**src/rtl/sol_judge_pkg.sv**
```systemverilog
// sol_judge_pkg: shared states, testcase codes and answer lookup for sol_judge.
package sol_judge_pkg;
   typedef enum logic [2:0] {IDLE, ARMED, COMPARE, SHOW_PASS, SHOW_FAIL, LOCKED} state_t;
   localparam logic [1:0] TC_NONE = 2'b00;
   localparam logic [1:0] TC1 = 2'b01;
   localparam logic [1:0] TC2 = 2'b10;
   localparam logic [1:0] TC3 = 2'b11;
   localparam logic [9:0] LED_ALL_ON = 10'h3FF;
   function automatic logic [9:0] answer_sel(input logic [1:0] tc, input logic [9:0] a1,
                                             input logic [9:0] a2, input logic [9:0] a3);
      return tc == TC1 ? a1 : tc == TC2 ? a2 : tc == TC3 ? a3 : '0;
   endfunction
endpackage

```
**src/rtl/sol_judge_hold_timer.sv**
```systemverilog
// hold_timer: loadable down-counter; o_done is high for the one cycle the loaded count reaches zero.
module hold_timer #(
   parameter int MAX = 4,
   parameter int W = $clog2(MAX + 1)
) (
   input  logic         clk,
   input  logic         reset,
   input  logic         i_load,
   input  logic [W-1:0] i_val,
   output logic         o_done
);
   logic [W-1:0] r_cnt;
   logic         r_run;
   assign o_done = r_run && r_cnt == '0;
   always_ff @(posedge clk or posedge reset) begin
      if (reset) begin
         r_cnt <= '0;
         r_run <= 1'b0;
      end else if (i_load) begin
         r_cnt <= i_val;
         r_run <= 1'b1;
      end else if (o_done) begin
         r_run <= 1'b0;
      end else if (r_run) begin
         r_cnt <= r_cnt - 1'b1;
      end
   end
endmodule

```
**src/rtl/sol_judge.sv**
```systemverilog
// sol_judge: arms a puzzle stage, judges its solution and shows pass/fail on the LEDs.
// Optional SOL_JUDGE_BLINK_EN blinks the mismatch mask during a failed result.
module sol_judge
   import sol_judge_pkg::*;
#(
   parameter int HOLD_CYCLES = 50_000_000,
   parameter int BLINK_PERIOD = 12_500_000,
   parameter int MAX_TRIES = 3,
   parameter logic [9:0] ANS_TC1 = 10'b0000111111,
   parameter logic [9:0] ANS_TC2 = 10'b0011110000,
   parameter logic [9:0] ANS_TC3 = 10'b1110000000
) (
   input  logic       clk,
   input  logic       reset,
   input  logic       start,
   input  logic [1:0] testcase,
   input  logic       is_finish,
   input  logic [9:0] my_sol,
   output logic       stage_en,
   output logic       result_valid,
   output logic       pass,
   output logic [1:0] tries_left,
   output logic [3:0] score,
   output logic       busy,
   output logic [9:0] led
);
   localparam int HW = $clog2(HOLD_CYCLES + 1);
   state_t     r_state;
   logic [1:0] r_tc, r_tries;
   logic [9:0] r_sol, r_led;
   logic [3:0] r_score;
   logic       r_fin, r_armed, r_stage_en, r_valid, r_pass, r_busy;
   logic [9:0] w_ans, w_mask;
   logic       w_match, w_start_ok, w_edge, w_hold_done, w_blink;
   assign w_ans = answer_sel(r_tc, ANS_TC1, ANS_TC2, ANS_TC3);
   assign w_mask = r_sol ^ w_ans;
   assign w_match = r_sol == w_ans;
   assign w_start_ok = start && testcase != TC_NONE && (r_state == IDLE || r_state == LOCKED);
   // r_armed blocks acceptance until r_fin holds a sample taken while the stage was enabled
   assign w_edge = r_state == ARMED && r_armed && is_finish && !r_fin;
   hold_timer #(.MAX(HOLD_CYCLES)) u_hold (
      .clk(clk), .reset(reset), .i_load(r_state == COMPARE),
      .i_val(HW'(HOLD_CYCLES - 1)), .o_done(w_hold_done)
   );
`ifdef SOL_JUDGE_BLINK_EN
   localparam int BW = $clog2(BLINK_PERIOD + 1);
   logic w_blink_done;
   hold_timer #(.MAX(BLINK_PERIOD)) u_blink (
      .clk(clk), .reset(reset),
      .i_load(r_state == COMPARE || (r_state == SHOW_FAIL && w_blink_done)),
      .i_val(BW'(BLINK_PERIOD - 1)), .o_done(w_blink_done)
   );
   assign w_blink = w_blink_done;
`else
   assign w_blink = BLINK_PERIOD < 1;  // never true for a legal BLINK_PERIOD
`endif
   always_ff @(posedge clk or posedge reset) begin
      if (reset) begin
         r_state <= IDLE;
         r_tc <= '0;
         r_tries <= '0;
         r_sol <= '0;
         r_led <= '0;
         r_score <= '0;
         r_fin <= 1'b0;
         r_armed <= 1'b0;
         r_stage_en <= 1'b0;
         r_valid <= 1'b0;
         r_pass <= 1'b0;
         r_busy <= 1'b0;
      end else begin
         r_valid <= 1'b0;
         r_armed <= r_state == ARMED;
         r_fin <= r_stage_en ? is_finish : 1'b0;
         case (r_state)
            IDLE, LOCKED: if (w_start_ok) begin
               r_tc <= testcase;
               r_tries <= 2'(MAX_TRIES);
               r_pass <= 1'b0;
               r_stage_en <= 1'b1;
               r_busy <= 1'b1;
               r_state <= ARMED;
            end
            ARMED: if (w_edge) begin
               r_sol <= my_sol;
               r_stage_en <= 1'b0;
               r_state <= COMPARE;
            end
            COMPARE: begin
               r_valid <= 1'b1;
               r_pass <= w_match;
               r_led <= w_match ? LED_ALL_ON : w_mask;
               r_score <= w_match && r_score != 4'hF ? r_score + 1'b1 : r_score;
               r_tries <= w_match ? r_tries : r_tries - 1'b1;
               r_state <= w_match ? SHOW_PASS : SHOW_FAIL;
            end
            SHOW_PASS: if (w_hold_done) begin
               r_led <= '0;
               r_busy <= 1'b0;
               r_state <= IDLE;
            end
            SHOW_FAIL: if (w_hold_done) begin
               r_led <= '0;
               r_stage_en <= r_tries != '0;
               r_busy <= r_tries != '0;
               r_state <= r_tries != '0 ? ARMED : LOCKED;
            end else if (w_blink) begin
               r_led <= r_led != '0 ? '0 : w_mask;
            end
            default: r_state <= IDLE;
         endcase
      end
   end
   assign stage_en = r_stage_en;
   assign result_valid = r_valid;
   assign pass = r_pass;
   assign tries_left = r_tries;
   assign score = r_score;
   assign busy = r_busy;
   assign led = r_led;
endmodule

```
**config.mk**
```make
export PLATFORM = sky130hd
export DESIGN_NAME = sol_judge
export DESIGN_NICKNAME = d
export VERILOG_FILES = /design/src/rtl/sol_judge_pkg.sv /design/src/rtl/sol_judge_hold_timer.sv /design/src/rtl/sol_judge.sv
export SDC_FILE = /design/constraint.sdc
export NUM_CORES = 1
export LEC_CHECK = 0
export BUFFER_PORTS_ARGS = -buffer_cell sky130_fd_sc_hd__buf_2
export CAP_MARGIN = 30
export CORE_MARGIN = 2
export CORE_UTILIZATION = 30
export CTS_BUF_LIST = sky130_fd_sc_hd__clkbuf_8
export CTS_CLUSTER_SIZE = 30
export DETAILED_ROUTE_END_ITERATION = 8
export HOLD_SLACK_MARGIN = 0.06
export SETUP_SLACK_MARGIN = 0.3
export SLEW_MARGIN = 0
export SYNTH_ARGS = -nofsm -noshare
export SYNTH_HDL_FRONTEND = slang
export SYNTH_SLANG_ARGS = --single-unit
```
**constraint.sdc**
```tcl
create_clock -name clk -period 3.4 [get_ports clk]
set_clock_uncertainty 0.2 [all_clocks]
set_input_delay 0.68 -clock clk [delete_from_list [all_inputs] [get_ports clk]]
set_output_delay 0.68 -clock clk [all_outputs]
set_load 0.03 [all_outputs]
```
* After elaboration in Yosys (flattened, before gate mapping) *
Index checks and enable logic that the tools add are counted.

storage, ports and cells
  register bits after elaboration = 64
  bits in latches = 0
  RAM bits = 0
  ROM bits = 0
  input port bits = 16
  output and inout port bits = 20
  word-level logic and storage cells = 96
  memories = 0

operators by class
  add/subtract/negate cells = 3
  $mul = 0
  div/mod/pow operators = 0
  $lt $le $gt $ge = 0
  eq/ne operators = 17
  shifts and indexed selects = 0
  multiplexer cells = 30
  bitwise operators = 1
  reduce and logical (&&, ||, !) cells = 31

operators with widths
  operator                                             number
  2-to-1 mux 26 bit                                    3
  2-to-1 mux 10 bit                                    5
  logical NOT 26 bit                                   1
  subtractor 26 x 1 -> 26 bit, second input constant   1
  case mux 10 bit (2 select lines)                     1
  2-to-1 mux 3 bit                                     6
  case mux 3 bit (5 select lines)                      1
  AND reduction 2 bit                                  6
  AND reduction 4 bit                                  3
  nonzero test 2 bit                                   6
  equality test 10 bit                                 1
  bitwise XOR 10 bit                                   1
  2-to-1 mux 1 bit                                     8
  != test 2 x 1 -> 1 bit, second input constant        4
  logical AND 1 bit                                    7
  equality test 3 x 2 -> 1 bit, second input constant  2
  equality test 3 bit, second input constant           2
  != test 2 bit, second input constant                 3
  case mux 1 bit (3 select lines)                      2
  nonzero test 3 bit                                   2
  adder 4 x 1 -> 4 bit, second input constant          1
  equality test 2 bit, second input constant           2
  2-to-1 mux 2 bit                                     2
  != test 4 bit, second input constant                 1
  10 further kinds                                     11

* Longest topological paths before layout *
Gate-level depths: netlist (run 1).

  word-level depth = 7
  depth in mapped cells = 8
  mapped depth without buffers = 7

* Modules after synthesis *
Synthesis (run 1) repeated with hierarchy kept, for this count alone.

second synthesis, totals
  cell total of the unflattened synthesis = 362
  area, all modules = 3,553.4 um^2

modules (own cells, without submodules)
  module      instances  cells each  area each (um^2)  sequential area each (um^2)
  sol_judge   1          179         1,880.6           925.9
  hold_timer  1          183         1,672.9           675.6

* Worst setup path after synthesis (run 1) *
No wires, ideal clock.

  path type = register to register
  from = register r_tc[0]
  to = register r_score[1] (netlist: score[1])
  data arrival time = 2,540 ps
  path slack = 532 ps
  cell stages (with the launch flop) = 8
  buffers on the path = 0
  period minus slack after synthesis = 2,868 ps
  path through = dfrtp_1 inv_1 ha_1 or3b_1 a222oi_1 nand3_2 a311oi_2 mux2_1

on the way
  longest elaborated chain between the ends = 7

ends and longest elaborated chain
  element                                   RTL line             RTL
  from (decl)                               sol_judge.sv:29      logic [1:0] r_tc, r_tries;
  from (signal assigned)                    sol_judge.sv:77      r_tc <= testcase;
  equality test 2 bit                       sol_judge_pkg.sv:11  return tc == TC1 ? a1 : tc == TC2 ? a2 : tc == TC3 ? a3 : '0;
  2-to-1 mux 10 bit (2 in a row)            sol_judge_pkg.sv:11
  2-to-1 mux 10 bit (*)                     sol_judge_pkg.sv:11
  equality test 10 bit (*)                  sol_judge.sv:37      assign w_match = r_sol == w_ans;
  logical AND 1 bit (*)                     sol_judge.sv:93      r_score <= w_match && r_score != 4'hF ? r_score + 1'b1 : r_score;
  AND reduction 2 bit (no source line) (*)  n/a
  to (signal assigned)                      sol_judge.sv:93
  to (decl)                                 sol_judge.sv:31      logic [3:0] r_score;

Mark *: on every way between the ends. The rest lies on a longest branch, timed or not.
A chain may end at the register's enable or synchronous reset.

* Worst setup path in the final report (run 1) *
Same ends and word-level chain as after synthesis.

==> results of run 1 <==
-- kinds of logic (layout without fill, tap and decap cells) --
group	after synthesis	in the layout	synth area share (%)
AO/OA/AOI/OAI	75	75	14.8
XOR/XNOR	24	24	6.20
adder cells (fa/ha/maj)	9	9	3.32
buffers and inverters	23	68	2.58
flip-flops	64	64	47.3
multiplexers	15	15	4.95
AND/OR/NAND/NOR	126	126	20.8
-- through the flow --
stage	instances	util [%]	setup WS [ns]	total power [mW]	hold WS [ns]
final	521	36.2	0.494	3.36	0.299
after detailed placement	505	34.2	0.512	2.64	0.293
after CTS	521	36.2	0.484	3.39	0.309
after global placement	505	34.2	0.593	2.61	0.292
after global routing	521	36.2	0.337	3.63	0.321
after floorplan	336	-	0.532	2.29	0.296
-- metal layers --
layer	GRT usage (%)	vias to the layer above	wire length, um
met5	0	-	0
met4	4.46	0	88
met3	4.06	13	363
met2	22.6	57	3760
met1	18.5	1344	3560
li1	-	1316	-
-- power groups by stage --
stage	sequential (mW)	combinational, mW	clock, mW
3_5_place_dp	1.40	1.24	0
2_1_floorplan	1.43	0.869	0
5_1_grt	1.44	1.39	0.791
4_1_cts	1.38	1.25	0.755
6_report	1.39	1.24	0.736
3_3_place_gp	1.39	1.22	0
-- worst paths after layout --
path / endpoint / cells past startpoint / slack (ns) / start
worst min-delay path: pass$_DFFE_PP0P_ / 2 / 0.30 / pass$_DFFE_PP0P_
max in group asynchronous: u_hold.r_cnt[10]$_DFFE_PP0P_ / 3 / 2.11 / reset
worst max-delay path: score[1]$_DFFE_PP0P_ / 7 / 0.49 / r_tc[0]$_DFFE_PP0P_
min in group asynchronous: led[1]$_DFFE_PP0P_ / 3 / 0.37 / reset
worst max register to register: score[1]$_DFFE_PP0P_ / 7 / 0.49 / r_tc[0]$_DFFE_PP0P_
worst min register to register: pass$_DFFE_PP0P_ / 2 / 0.30 / pass$_DFFE_PP0P_
-- cell usage after synthesis, drive strengths merged, types with 2 or more instances --
cell type	instances
a211o	2
nor2b	2
dfrtp	64
nor3	8
or2	3
buf	2
nand4b	2
o31ai	5
a31oi	4
inv	10
clkbuf	11
nand3	12
a31o	10
nor2	24
ha	9
and2	2
xor2	15
nor3b	2
mux2	14
nor4	10
and3	5
nand2b	5
o21bai	2
a21oi	20
or4	7
or3	9
nand4	4
xnor2	9
o211ai	5
or3b	2
nand2	24
o2111ai	2
o21ai	15
or4b	2
-- worst max-delay path, cell delays in order (launching register included) --
cell	delay, ns
dfrtp_1	0.40
inv_1	0.09
ha_1	0.36
or3b_1	0.37
a222oi_1	0.50
nand3_2	0.20
a311oi_2	0.32
mux2_1	0.35
-- state kept, by name, summed over array words and instances (netlist names), 2 cells and up --
register	flops
tries_left	2
r_sol	10
r_state	3
u_hold.r_cnt	26
led	10
score	4
r_tc	2
-- area by class of cell --
cell class,instances,area (um2),share of cell area [%]
tap,140,175,4.42
timing repair buffer,42,228,5.75
sequential,64,1600,40.4
inverter,10,37.5,0.947
multi-input combinational,249,1700,42.9
clock buffer,10,138,3.47
clock inverter,6,83.8,2.12
==> results.md, run 1 <==
* Total global routing track utilization at between 10% and 20%
* Clock sink count at 64
* CP Data Arrival Time at around 2.9 ns
* Max-cap violations at 0
* Flop pwr share at 41.2%
* Via density at around 5.2
* Global-route wire length before repair at 13400 um
* Transition at the pin with the smallest max-transition slack at 0.834 ns
* Worst ir drop on vdd at 346 uV
* Count of flip-flops with a built-in enable after synthesis at 0
* Startpoint-to-endpoint class of the critical path: register to register
* Net switching power at 1.32 mW
* Count of input and output buffers at 35
* Number of setup violations in the final report at 0
* Via count of the first global-routing pass at 2730
* Clk pin slew, worst setup/hold paths at 0.07 ns
* Final cell area excluding filler cells at about 4000 um2
* Final WL at 7770 um
* Share of Yosys cell area claimed by the top area cell type at 47.3%
* Number of nets in the layout at ~400
* Die Outline Area at around 12000 um2
* Syn nets at 361
* Run status: complete, no violations
* Library cell with the largest summed area after synthesis: dfrtp_1
* Post-synth design cell area at 3390 um2
* Buffer type at the clock tree root: clkbuf_8
* Cell types with the largest area share after synthesis: dfrtp_1, mux2_2, xor2_1, ha_1, a21oi_1
* Post-route DRC violation count at 0
* Gpl congestion at 0.781
* Kind of capture point of the worst setup path: register
* P per Cell Area at around 850 nW/um2
* Placeable core region at ~11000 um2
* Path type of the worst min-delay path: register to register
* Yosys reg bits at 64
* Post-route clock period utilization at 85.5%
* Antenna violation net count after detailed routing at 0
* Synth-to-Final Area Change at 16.9%
* Share of total power in combinational logic at 36.9%
* Final Hold Fails at 0
* H-Tree Depth at 3
* Initial antenna violation count at 0
* Post-layout min period at just under 3 ns
* Worst path required time at 3.43 ns
* Rows at 38
* Number of warnings reported in the yosys synthesis log at 0
* Distinct cell type count after synthesis at 55
* Switching fraction of total power at between 30% and 40%
* Leak at between 1.5 and 2 nW
* Ys flop type: dfrtp_1
* Post-CTS setup buffer count at 0
* Fraction of layout cells with a size suffix above 1 at 24.1%
* Critical path fanouts, max at 5
* Initial standard-cell utilization of the core at 31.0%
* Number of detailed-routing iterations run before antenna repair at 7
* Fmax at 0.344 GHz
* TritonCTS Buffers at 9
* Part of the power in the clock network at 21.9%
* HPWL Detailed at 5510 um
* Number of buffers between clock root and the deepest sink at 2
* Width of the chip at between 100 and 150 um
* Setup TNS at 0 ns
* Clock network latency to the later pin of the worst-skew pair at ~0.35 ns
* Crit start category: register
* CTS tree: built
* Vias after detailed routing at 2730
* Antenna diode count at 0
* Placed standard-cell area at 3740 um2
* Async SR Flop Fraction at between 90% and 100%
* Maximum number of pins on one net before global-route repair at 65
* Fill cell instance count of the final layout at 1122
* I/O pins at 36
* Seq/Total Area, Yosys at between 40% and 50%
* Synthesized netlist cell count at 336
* Slew headroom at 43.9%
* Height of the die at 110 um
* Average routed wire per standard cell at 14.9 um
* Number of hold-repair buffers added at the cts stage at 0
* Cell internal power dissipation at ~2 mW
* RSZ-0062 raised after global routing: false
* Number of gates resized after CTS at 0
* Residual overflow from global routing at 0
* Avg Inst Size Synth at 10.1 um2
* Most common library cell in the layout ignoring fill and taps: dfrtp_1
* Starting DRC count in detailed routing at about 160
* Most frequent cells in the layout: dfrtp_1, buf_2, nor2_1, nand2_1, a21oi_1
* Number of max-slew violations in the final report at 0
Note: power is estimated with default switching activity, not from simulation.
==> run 2, diff against run 1 <==
Settings changed: BUFFER_PORTS_ARGS -buffer_cell sky130_fd_sc_hd__buf_2 to -buffer_cell sky130_fd_sc_hd__buf_4.
==> run 2 against run 1 <==
Global-route usage shrank 0.38 points. Sequential share of layout area shrank 0.87 points. Register-to-register slack is essentially flat. First-iteration DRC count shrank 45%. Non-clock buffer count is the same. Power grew 1.2%. Maximum frequency grew 0.22%. Cell area grew 2.2%. Utilization grew 0.80 points. Largest power group unchanged. Via count shrank 0.95%. Clock-buffer cell count is the same. Worst hold slack gained 0.0034 ns.
==> results.md, run 2 (synthesis results as in run 1) <==
* Run status: complete, no violations
* Placeable core region at 10900 um2 (unchanged)
* Worst path slowest cell: a222oi_1
* Leak at 1.68 nW (+1.4%)
* Number of max-slew violations in the final report at 0 (unchanged)
* Synth-to-Final Area Change at 19.5%
* Max-cap violations at 0 (unchanged)
* CP Data Arrival Time at 2.93 ns (about the same)
* Number of setup violations in the final report at 0 (unchanged)
* Total global routing track utilization at 13.8% (-0.38 points)
* Fmax at 0.345 GHz (+0.22%)
* Buffer type at the clock tree root: clkbuf_8
* Clock sink count at 64 (unchanged)
* Width of the chip at 110 um (unchanged)
* Most frequent cells in the layout: dfrtp_1, buf_4, nor2_1, nand2_1, a21oi_1
* Global-route wire length before repair at 13100 um (-2.1%)
* Number of hold-repair buffers added at the cts stage at 0 (unchanged)
* Maximum number of pins on one net before global-route repair at 65 (unchanged)
* Number of detailed-routing iterations run before antenna repair at 4 (-3)
* CP Cell Sequence: inv_1, ha_1, or3b_1, a222oi_1, nand3_2, a311oi_2, mux2_1
* Post-layout min period at 2.90 ns (-0.00645 ns)
* DR top layer: met4
* P per Cell Area at 840 nW/um2 (-0.99%)
* Critical path fanouts, max at 5 (unchanged)
* Initial antenna violation count at 0 (unchanged)
* Setup TNS at 0 ns (unchanged)
* Worst stage delay on the critical path at 0.49 ns (about the same)
* Hold Slack at 0.303 ns (+0.00343 ns)
* Rows at 38 (unchanged)
* I/O pins at 36 (unchanged)
* Slew headroom at 45.8% (+2.0 points)
* Final cell area excluding filler cells at 4050 um2 (+2.2%)
* Starting DRC count in detailed routing at 86 (-45%)
* Worst path required time at 3.43 ns (about the same)
* Length of routed wiring on met1 at 3570 um (+0.17%)
* Gpl congestion at 0.806 (+3.2%)
* Placed standard-cell area at 3830 um2 (+2.3%)
* Residual overflow from global routing at 0 (unchanged)
* Most common library cell in the layout ignoring fill and taps: dfrtp_1
* Height of the die at 110 um (unchanged)
* Top reg by flops: u_hold.r_cnt
* Hold Path Stages at 2 (unchanged)
* Startpoint-to-endpoint class of the critical path: register to register
* Number of nets in the layout at 401 (unchanged)
* Kind of capture point of the worst setup path: register
* Post-CTS setup buffer count at 0 (unchanged)
* Antenna diode count at 0 (unchanged)
* Count of input and output buffers at 35 (unchanged)
* Fraction of layout cells with a size suffix above 1 at 24.1% (unchanged)
* Die Outline Area at 12200 um2 (unchanged)
* Initial standard-cell utilization of the core at 31.0% (unchanged)
* TritonCTS Buffers at 9 (unchanged)
* Average routed wire per standard cell at 14.9 um (about the same)
* Post-route clock period utilization at 85.3% (-0.19 points)
* Amount of wire on met2 after detailed routing at 3830 um (+1.8%)
* Worst ir drop on vdd at 387 uV (+12%)
* HPWL Detailed at 5500 um (-0.20%)
* Final WL at 7780 um (about the same)
* Flip-flop count of the largest register, all copies and words added at 26 (unchanged)
* Via count of the first global-routing pass at 2651 (-2.9%)
* Clk pin slew, worst setup/hold paths at 0.08 ns (about the same)
* Final Worst Setup Slack at 0.500 ns (+0.00645 ns)
* Clock network latency to the later pin of the worst-skew pair at 0.34 ns (about the same)
* CTS tree: built
* Crit start category: register
* Worst-case setup slack after placement at 0.497 ns (-0.0147 ns)
* Wire length on met3 at 351 um (-3.3%)
* Length in cells of the worst reg-to-reg path at 7 (unchanged)
* Via density at 5.19 (-0.95%)
* Transition at the pin with the smallest max-transition slack at 0.813 ns (-0.0217 ns)
* Number of gates resized after CTS at 0 (unchanged)
* H-Tree Depth at 3 (unchanged)
* Post-route DRC violation count at 0 (unchanged)
* RSZ-0062 raised after global routing: false
* Number of buffers between clock root and the deepest sink at 2 (unchanged)
* Vias after detailed routing at 2704 (-0.95%)
* Path type of the worst min-delay path: register to register
* Final Hold Fails at 0 (unchanged)
* Antenna violation net count after detailed routing at 0 (unchanged)
==> run 2: cell count changes in the layout (fill, tap and decap cells not counted) <==
| cell | change |
|---|---|
| buf_2 | -35 |
| buf_4 | +35 |
==> run 2: layout make-up <==
cell class,count,area (um2)
clock inverter,6,83.8
fill,1120,6890
inverter,10,37.5
clock buffer,10,138
sequential,64,1600
tap,140,175
timing repair buffer,42,315
multi-input combinational,249,1700
==> run 2: worst max-delay path: cells and delay by family, from the launching register on <==
| kind | cells | cell delay [ns] |
|---|---|---|
| AO/OA/AOI/OAI | 2 | 0.81 |
| adder cells (fa/ha/maj) | 1 | 0.36 |
| buffers and inverters | 1 | 0.09 |
| flip-flops | 1 | 0.40 |
| multiplexers | 1 | 0.36 |
| AND/OR/NAND/NOR | 2 | 0.58 |
==> run 2: worst paths after layout <==
path,from,end,slack (ns)
hold reg to reg,pass$_DFFE_PP0P_,pass$_DFFE_PP0P_,0.30
setup / recovery,r_tc[0]$_DFFE_PP0P_,score[1]$_DFFE_PP0P_,0.50
hold / removal,pass$_DFFE_PP0P_,pass$_DFFE_PP0P_,0.30
setup reg to reg,r_tc[0]$_DFFE_PP0P_,score[1]$_DFFE_PP0P_,0.50
max in group asynchronous,reset,result_valid$_DFF_PP0_,2.09
min in group asynchronous,reset,led[8]$_DFFE_PP0P_,0.39
==> run 2: through the flow <==
step	std cells	power (mW)	utilization, %
floorplan	336	2.29	-
global placement	505	2.65	35.0
detailed placement	505	2.69	35.0
CTS	521	3.43	37.0
global route	521	3.65	37.0
finish	521	3.40	37.0
==> run 2: layer usage <==
layer  vias to the layer above  track usage (%)
met5                         -                0
met4                         0             3.21
met3                         5             4.06
met2                        52             22.0
met1                      1335             18.4
li1                       1312                -
==> run 2: power by group <==
group / internal, mW / total, mW / switching (mW)
registers: 1.06 / 1.40 / 0.337
logic: 0.594 / 1.28 / 0.682
clock network: 0.429 / 0.733 / 0.304
